$ cat src/rtl/clock_div_pkg.sv
// clock_div_pkg: shared constants and types for the programmable clock
// dividers in the clock-generation area.
//   DEFAULT_W       default counter/divisor width for sibling dividers
//   DEFAULT_DIV_VAL divisor in effect after reset
//   DIV_MIN         smallest divisor accepted by a load
//   div_mode_e      per-edge operating mode of the divider state machine
package clock_div_pkg;

    localparam int DEFAULT_W       = 8;
    localparam int DEFAULT_DIV_VAL = 32;
    localparam int DIV_MIN         = 2;

    typedef enum logic [1:0] {
        MODE_CLEAR = 2'd0,  // synchronous restart of the current period
        MODE_IDLE  = 2'd1,  // enable low: frozen, pending divisor applies at once
        MODE_COUNT = 2'd2   // enable high: normal counting
    } div_mode_e;

endpackage

$ cat src/rtl/clock_div_prog.sv
// clock_div_prog: runtime-programmable integer clock divider.
// Divides clk_in by N in [2, 2^W-1]; clk_div is low for floor(N/2) cycles and
// high for ceil(N/2) cycles; tick marks the last cycle of every period.
// A new divisor is held in a shadow register and only takes effect at a period
// boundary (wrap, sync_clr, or while idle), so periods are never cut short.
// Handshake: div_load is a single-cycle strobe sampled on the rising edge of
// clk_in together with div_in; there is no back-pressure, a later strobe
// overwrites an earlier one that has not reached a boundary yet.
// Ports:
//   clk_in      in   clock, rising edge
//   rst         in   asynchronous active-high reset
//   en          in   count enable (0 freezes the divider)
//   sync_clr    in   synchronous restart, has priority over en
//   div_in      in   [W-1:0] new divisor value
//   div_load    in   one-cycle strobe capturing div_in
//   clk_div     out  registered divided clock
//   tick        out  one-cycle pulse in the last cycle of each period
//   div_active  out  [W-1:0] divisor currently in effect
//   div_pending out  a loaded divisor is waiting for a boundary
//   load_err    out  one-cycle pulse after a rejected load (div_in < 2)
module clock_div_prog
    import clock_div_pkg::*;
#(
    parameter int W           = DEFAULT_W,
    parameter int DEFAULT_DIV = DEFAULT_DIV_VAL
) (
    input  logic         clk_in,
    input  logic         rst,
    input  logic         en,
    input  logic         sync_clr,
    input  logic [W-1:0] div_in,
    input  logic         div_load,
    output logic         clk_div,
    output logic         tick,
    output logic [W-1:0] div_active,
    output logic         div_pending,
    output logic         load_err
);

    localparam logic [W-1:0] RST_DIV = W'(DEFAULT_DIV);
    localparam logic [W-1:0] MIN_DIV = W'(DIV_MIN);

    logic [W-1:0] cnt;
    logic [W-1:0] shadow;

    logic [W-1:0] cnt_nx;
    logic [W-1:0] active_nx;
    logic [W-1:0] shadow_nx;
    logic         pending_nx;
    logic         clk_div_nx;
    logic         tick_nx;
    logic         load_err_nx;
    logic         load_ok;
    logic         apply;
    div_mode_e    mode;

    // State register
    always_ff @(posedge clk_in or posedge rst) begin
        if (rst) begin
            cnt         <= '0;
            div_active  <= RST_DIV;
            shadow      <= RST_DIV;
            div_pending <= 1'b0;
            clk_div     <= 1'b0;
            tick        <= 1'b0;
            load_err    <= 1'b0;
        end else begin
            cnt         <= cnt_nx;
            div_active  <= active_nx;
            shadow      <= shadow_nx;
            div_pending <= pending_nx;
            clk_div     <= clk_div_nx;
            tick        <= tick_nx;
            load_err    <= load_err_nx;
        end
    end

    // Next-state and output logic
    always_comb begin
        mode        = sync_clr ? MODE_CLEAR : (en ? MODE_COUNT : MODE_IDLE);
        load_ok     = div_load && (div_in >= MIN_DIV);
        load_err_nx = div_load && !load_ok;
        cnt_nx      = cnt;
        active_nx   = div_active;
        shadow_nx   = load_ok ? div_in : shadow;
        pending_nx  = div_pending || load_ok;
        apply       = 1'b0;

        case (mode)
            MODE_CLEAR: begin
                apply  = 1'b1;
                cnt_nx = '0;
            end
            MODE_IDLE: begin
                // Idle is always a boundary, but only restarts the period
                // when there is actually a divisor to switch to.
                apply = div_pending || load_ok;
                if (apply) cnt_nx = '0;
            end
            default: begin
                if (cnt == div_active - 1'b1) begin
                    apply  = 1'b1;
                    cnt_nx = '0;
                end else begin
                    cnt_nx = cnt + 1'b1;
                end
            end
        endcase

        // A strobe landing on a boundary edge wins over an older shadow value.
        if (apply) begin
            pending_nx = 1'b0;
            if (load_ok)          active_nx = div_in;
            else if (div_pending) active_nx = shadow;
        end

        // Outputs are computed from the next count so they line up with cnt.
        if (mode == MODE_IDLE && !apply) clk_div_nx = clk_div;
        else                             clk_div_nx = (cnt_nx >= (active_nx >> 1));
        tick_nx = (mode == MODE_COUNT) && (cnt_nx == active_nx - 1'b1);
    end

endmodule

$ cat config.mk
export PLATFORM = sky130hd
export DESIGN_NAME = clock_div_prog
export DESIGN_NICKNAME = d
export VERILOG_FILES = /design/src/rtl/clock_div_pkg.sv /design/src/rtl/clock_div_prog.sv
export SDC_FILE = /design/constraint.sdc
export NUM_CORES = 1
export LEC_CHECK = 0
export BUFFER_PORTS_ARGS = -buffer_cell sky130_fd_sc_hd__buf_4
export CAP_MARGIN = 25
export CELL_PAD_IN_SITES_DETAIL_PLACEMENT = 0
export CELL_PAD_IN_SITES_GLOBAL_PLACEMENT = 2
export CORE_UTILIZATION = 36
export DETAILED_ROUTE_END_ITERATION = 10
export GPL_TIMING_DRIVEN = 0
export PLACE_DENSITY_LB_ADDON = 0.05
export SLEW_MARGIN = 20
export SYNTH_ARGS = -nofsm -noshare
export SYNTH_HDL_FRONTEND = slang
export SYNTH_SLANG_ARGS = --single-unit
$ cat constraint.sdc
create_clock -name clk_in -period 4.4 [get_ports clk_in]
set_input_delay 1.1 -clock clk_in [delete_from_list [all_inputs] [get_ports clk_in]]
set_output_delay 1.1 -clock clk_in [all_outputs]
set_load 0.05 [all_outputs]
# Yosys cells after proc, flatten, opt, wreduce, memory -nomap -nowiden
# Cells that the tools add are included.
dict set report classes {
  eq_ne 4
  magnitude_cmp 2
  n_shift 0
  add_sub_neg 3
  n_div 0
  mul 0
  n_mux 11
  n_bitwise 0
  n_reduce_logical 8
}
# cell count
set op_table {}
lappend op_table {{two-way mux 8 bit} 5}
lappend op_table {{equality test 8 bit} 2}
lappend op_table {{case mux 8 bit (2 select lines)} 1}
lappend op_table {{subtractor 8 x 1 -> 8 bit (second input constant)} 2}
lappend op_table {{adder 8 x 1 -> 8 bit (second input constant)} 1}
lappend op_table {{>= comparator 8 x 2 -> 1 bit (second input constant)} 1}
lappend op_table {{>= comparator 8 x 7 -> 1 bit} 1}
lappend op_table {{logical AND 1 bit} 4}
lappend op_table {{two-way mux 2 bit} 2}
lappend op_table {{equality test 2 x 1 -> 1 bit (second input constant)} 1}
lappend op_table {{equality test 2 bit (second input constant)} 1}
lappend op_table {{logical NOT 1 bit} 2}
lappend op_table {{logical NOT 2 bit} 1}
lappend op_table {{two-way mux 1 bit} 2}
lappend op_table {{case mux 1 bit (2 select lines)} 1}
lappend op_table {{logical OR 1 bit} 1}
dict set report totals {
  ram_bits 0
  latchBits 0
  in_bits 13
  regBits 28
  output_inout_bits 12
  n_memories 0
  romBits 0
}

# Longest topological paths before layout
dict set report logic_depth {
  ltp_word 8
  depth_mapped 20
  depth_no_buf 20
}

# Least setup slack after synthesis
# No wires, ideal clock.
dict set report synth_path {
  path_kind {input to register}
  from {input div_in[5]}
  to {register clk_div}
  required_time_ns 4.271
  cell_stages 17
  n_path_buf 0
  path_slack_ns 0.533
  arrival_time_ns 3.737
  setup_time_ns 0.129
  cell_sequence {or4_4 > o41ai_4 > nand2b_1 > nor3_2 > nand2_1 > o21ai_0 > inv_1 > ha_1 > nand2b_1 > a21oi_1 > nor2b_1 > o21ai_0 > nand2b_1 > a21oi_1 > nor2b_1 > o21ai_0 > a31oi_1}
}
dict set report synth_between {
  elab_chain_cells 6
  word_cells_on_any_way 11
  cone_classes {order compare (2); mux (5); reduce/logical (4)}
}
# element line
set synth_rtl {}
lappend synth_rtl {{start: declaration} clock_div_prog.sv:31} ;# input logic [W-1:0] div_in,
lappend synth_rtl {{>= comparator 8 x 2 -> 1 bit} clock_div_prog.sv:81} ;# load_ok = div_load && (div_in >= MIN_DIV);
lappend synth_rtl {{logical AND 1 bit} clock_div_prog.sv:81}
lappend synth_rtl {{logical OR 1 bit} clock_div_prog.sv:97} ;# apply = div_pending || load_ok;
lappend synth_rtl {{two-way mux 8 bit} clock_div_prog.sv:98} ;# if (apply) cnt_nx = '0;
lappend synth_rtl {{case mux 8 bit (2 select lines)} clock_div_prog.sv:89} ;# case (mode)
lappend synth_rtl {{net cnt_nx[0]} clock_div_prog.sv:46} ;# logic [W-1:0] cnt_nx;
lappend synth_rtl {{>= comparator 8 x 7 -> 1 bit} clock_div_prog.sv:119} ;# else clk_div_nx = (cnt_nx >= (active_nx >> 1));
lappend synth_rtl {{end signal: assignment} clock_div_prog.sv:72} ;# clk_div <= clk_div_nx;
lappend synth_rtl {{end: declaration} clock_div_prog.sv:33} ;# output logic clk_div,
# The timed path passes the listed nets, and every way through them passes these cells.
# A chain may end at the register's enable or synchronous reset.

# Worst setup path in the final report
dict set report layout_path {
  from {input div_in[5]}
  to {register clk_div}
}
dict set report layout_between {
  elab_chain_cells 6
  word_cells_on_any_way 11
  cone_classes {order compare (2); mux (5); reduce/logical (4)}
}
# element line
set layout_rtl {}
lappend layout_rtl {{>= comparator 8 x 2 -> 1 bit *} clock_div_prog.sv:81}
lappend layout_rtl {{logical AND 1 bit *} clock_div_prog.sv:81}
lappend layout_rtl {{logical OR 1 bit} clock_div_prog.sv:97}
lappend layout_rtl {{case mux 1 bit (2 select lines)} clock_div_prog.sv:89}
lappend layout_rtl {{two-way mux 8 bit *} clock_div_prog.sv:111} ;# if (apply) begin
lappend layout_rtl {{net active_nx[1]} clock_div_prog.sv:47} ;# logic [W-1:0] active_nx;
lappend layout_rtl {{>= comparator 8 x 7 -> 1 bit *} clock_div_prog.sv:119}
# Mark *: on every way through the listed nets, which the timed path passes. The rest lies on a longest branch.

==> run metrics <==
status completed; #FFs+latches synth 28; Top Ports 25; Setup Viol. Count Final 0; via count 1738; Rows 27; DR iter-0 viols 109; CP startpoint div_in[5]; first-pass GRT wire length 8940 µm; hpwl dp 4220 µm; post-cts resize count 0; CP arrival 4340 ps; leakage 1.06 nW; Max H-tree Level 1; critical path endpoint clk_div; area added between synthesis and finish 16.0%; CTS tree yes; ANT cells 0; crit path capture type flip-flop; Num CTS Buffers 3; CP Max Fanout 8; Post-Syn Area per Cell 9.55 µm²; Async SR Flop Fraction 100%; maxcap violations 0; Critical Path RT 4560 ps; Clock Tree Buf Depth 2; Syn Nets 239; Placed Cells 311; reg2reg end clk_div; Reg2Reg Launch Point div_active[2]; Fmax achieved between 200 and 250 MHz; Placer Congestion 0.816; post-route clock period utilization roughly 95%; R2R setup slack 340 ps; antenna violations before repair 0; RSZ-0062 raised after global routing no; CP Class input pin to flip-flop; non-filler cells in the finished layout 315; Syn Inst Count 216; vias in the first global route approximately 1700; chip height 77.7 µm; WL/cell 17.3 µm; Die ar. 6030 µm²; VDD IR-drop max 130 µV; GRT overflow 0; nets 267; Critical Path Start Type input pin; DRC viols 0; Synth Flop Type dfrtp_1; Die Wd 77.7 µm; clk_skew 6.41 ps; Detailed Route WL 5450 µm; root buffer cell clkbuf_8; I/O Buffers 23; measured slew at the worst slew-check pin 771 ps; CP max-delay cell or4_4; EDFF count, synth 0; Initial Utilization a little under two fifths; min Tclk post-route between 4000 and 5000 ps; layout cells sized above 1 23.9%; Worst path max stage delay 550 ps; PD cells between 300 and 400 nW/µm²; Yosys cell types 57; core area 5510 µm²; GRT Util Overall 19.3%; synthesized area 2060 µm²; worst rel slew slack 48.5%; CTS Hold Buffers Added 0; worst reg2reg path depth 18; synth warn 0; post-CTS setup buffers 0; Slew Viols, Final 0; 1st-pass router iterations 4; Setup TNS 0 ps; register area share after synthesis 34.1%; Via density 5.52; Sinks on Clock Net 28; ANT nets after route 0; Clock transition at path regs 90 ps; largest net degree at the start of global routing 29; type of the most critical hold path flip-flop to flip-flop; crit-path cells buf_4 -> or4_4 -> o41ai_4 -> and2_1 -> buf_2 -> a22oi_1 -> o21a_1 -> inv_1 -> ha_1 -> nand2b_1 -> a21oi_1 -> nor2b_1 -> o21ai_0 -> nand2b_1 -> a21oi_1 -> nor2b_1 -> o21ai_0 -> a31oi_1; final hold vios 0; clock latency on the worst-skew pair approximately 280 ps
==> cells in the mapped netlist (2+ instances only) <==
cell type / n / share of area [%]
nor3_1: 3 / 0.73
nor2b_1: 5 / 1.5
a31oi_1: 3 / 0.91
ha_1: 10 / 6.1
a22oi_1: 7 / 2.5
o21ai_0: 13 / 3.2
or2_2: 3 / 0.91
o22ai_1: 3 / 0.91
nor2_1: 15 / 2.7
xnor3_1: 2 / 2.2
nor2_2: 2 / 0.61
a211o_1: 2 / 0.85
a221oi_1: 2 / 0.85
xnor2_1: 10 / 4.2
a21oi_1: 6 / 1.5
a21oi_2: 2 / 0.85
a22o_1: 10 / 4.2
nand3_1: 8 / 1.9
o2bb2ai_1: 2 / 0.85
and2_1: 2 / 0.61
dfstp_2: 2 / 2.5
o211ai_1: 2 / 0.73
inv_1: 16 / 2.9
xor2_1: 6 / 2.5
o31ai_1: 3 / 1.1
and3_1: 2 / 0.61
dfrtp_1: 26 / 32
buf_2: 4 / 0.97
nand2b_1: 5 / 1.5
nand2_1: 13 / 2.4
==> flip-flops by register name, summed over array words and instances, names as in the netlist <==
name         flops
cnt              8
div_active       8
shadow           8
clk_div          1
div_pending      1
load_err         1
tick             1
==> cells in the final DEF (no fill, tap or decap), types with 3 or more instances in the layout <==
master     n
a21oi_1    6
a22o_1    10
a22oi_1    7
a31oi_1    3
buf_2      4
buf_4     23
clkbuf_8   3
dfrtp_1   26
ha_1      10
inv_1     15
nand2_1   13
nand2b_1   4
nand3_1    8
nor2_1    15
nor2b_1    5
nor3_1     3
o21ai_0   12
o22ai_1    3
o31ai_1    3
or2_2      3
xnor2_1   10
xor2_1     6
==> routing by layer <==
metal | vias up | global-route usage (%) | share of wire, %
met2 | 31 | 33.2 | 49
li1 | 844 | - | -
met3 | 5 | 2.12 | 2.4
met1 | 858 | 25.8 | 47
met5 | - | 0 | 0
met4 | 0 | 4.53 | 0.92
==> worst min-delay path by stage <==
stage	start	slack [ps]	end	depth (start not counted)
after detailed placement	shadow[2]	490	shadow[2]	1
after global placement	shadow[2]	480	shadow[2]	1
after CTS	shadow[2]	520	shadow[2]	1
after global routing	shadow[2]	540	shadow[2]	1
after floorplan	shadow[7]	460	shadow[7]	1
final	shadow[2]	520	shadow[2]	1
==> power by group <==
group | leakage, nW | switching [mW] | internal, mW
clock | 0.0228 | 0.0841 | 0.0652
sequential | 0.356 | 0.0311 | 0.279
combinational | 0.683 | 0.164 | 0.108
total | 1.06 | 0.279 | 0.452
==> cell type report <==
class	count	area (µm²)
Multi-Input combinational cell	165	1280
Timing Repair Buffer	23	173
Tap cell	72	90.1
Inverter	17	63.8
Clock buffer	4	45.0
Buffer	6	35.0
Sequential cell	28	703
Fill cell	538	3110
==> cells by family (layout without fill, tap and decap cells) <==
| kind of cell | Yosys count | in the layout | synth area share (%) |
|---|---|---|---|
| AND/OR/NAND/NOR | 67 | 67 | 17.4 |
| flip-flops | 28 | 28 | 34.1 |
| buffers and inverters | 23 | 50 | 4.79 |
| AO/OA/AOI/OAI | 69 | 69 | 27.9 |
| adder cells (fa/ha/maj) | 10 | 10 | 6.07 |
| XOR/XNOR | 19 | 19 | 9.77 |
==> stage by stage <==
step                setup slack, ps  utilization [%]  power (mW)  hold WS [ps]  area, µm²
finish                          217             43.4       0.731           516       2390
global route                   9.83             43.4       0.774           536       2390
CTS                            29.9             43.0       0.733           516       2370
detailed placement             -278             42.2       0.583           494       2320
global placement               -217             42.2       0.579           482       2320
floorplan                       533                -       0.505           464       2060
==> critical path, delay by kind of cell <==
kind | cells | cell delay [ps]
adders and majority gates | 1 | 220
AOI/OAI and AO/OA | 8 | 1530
and+or+nand+nor | 6 | 1090
buffers and inverters | 3 | 390
No activity file was read; power rests on OpenSTA's default activity.
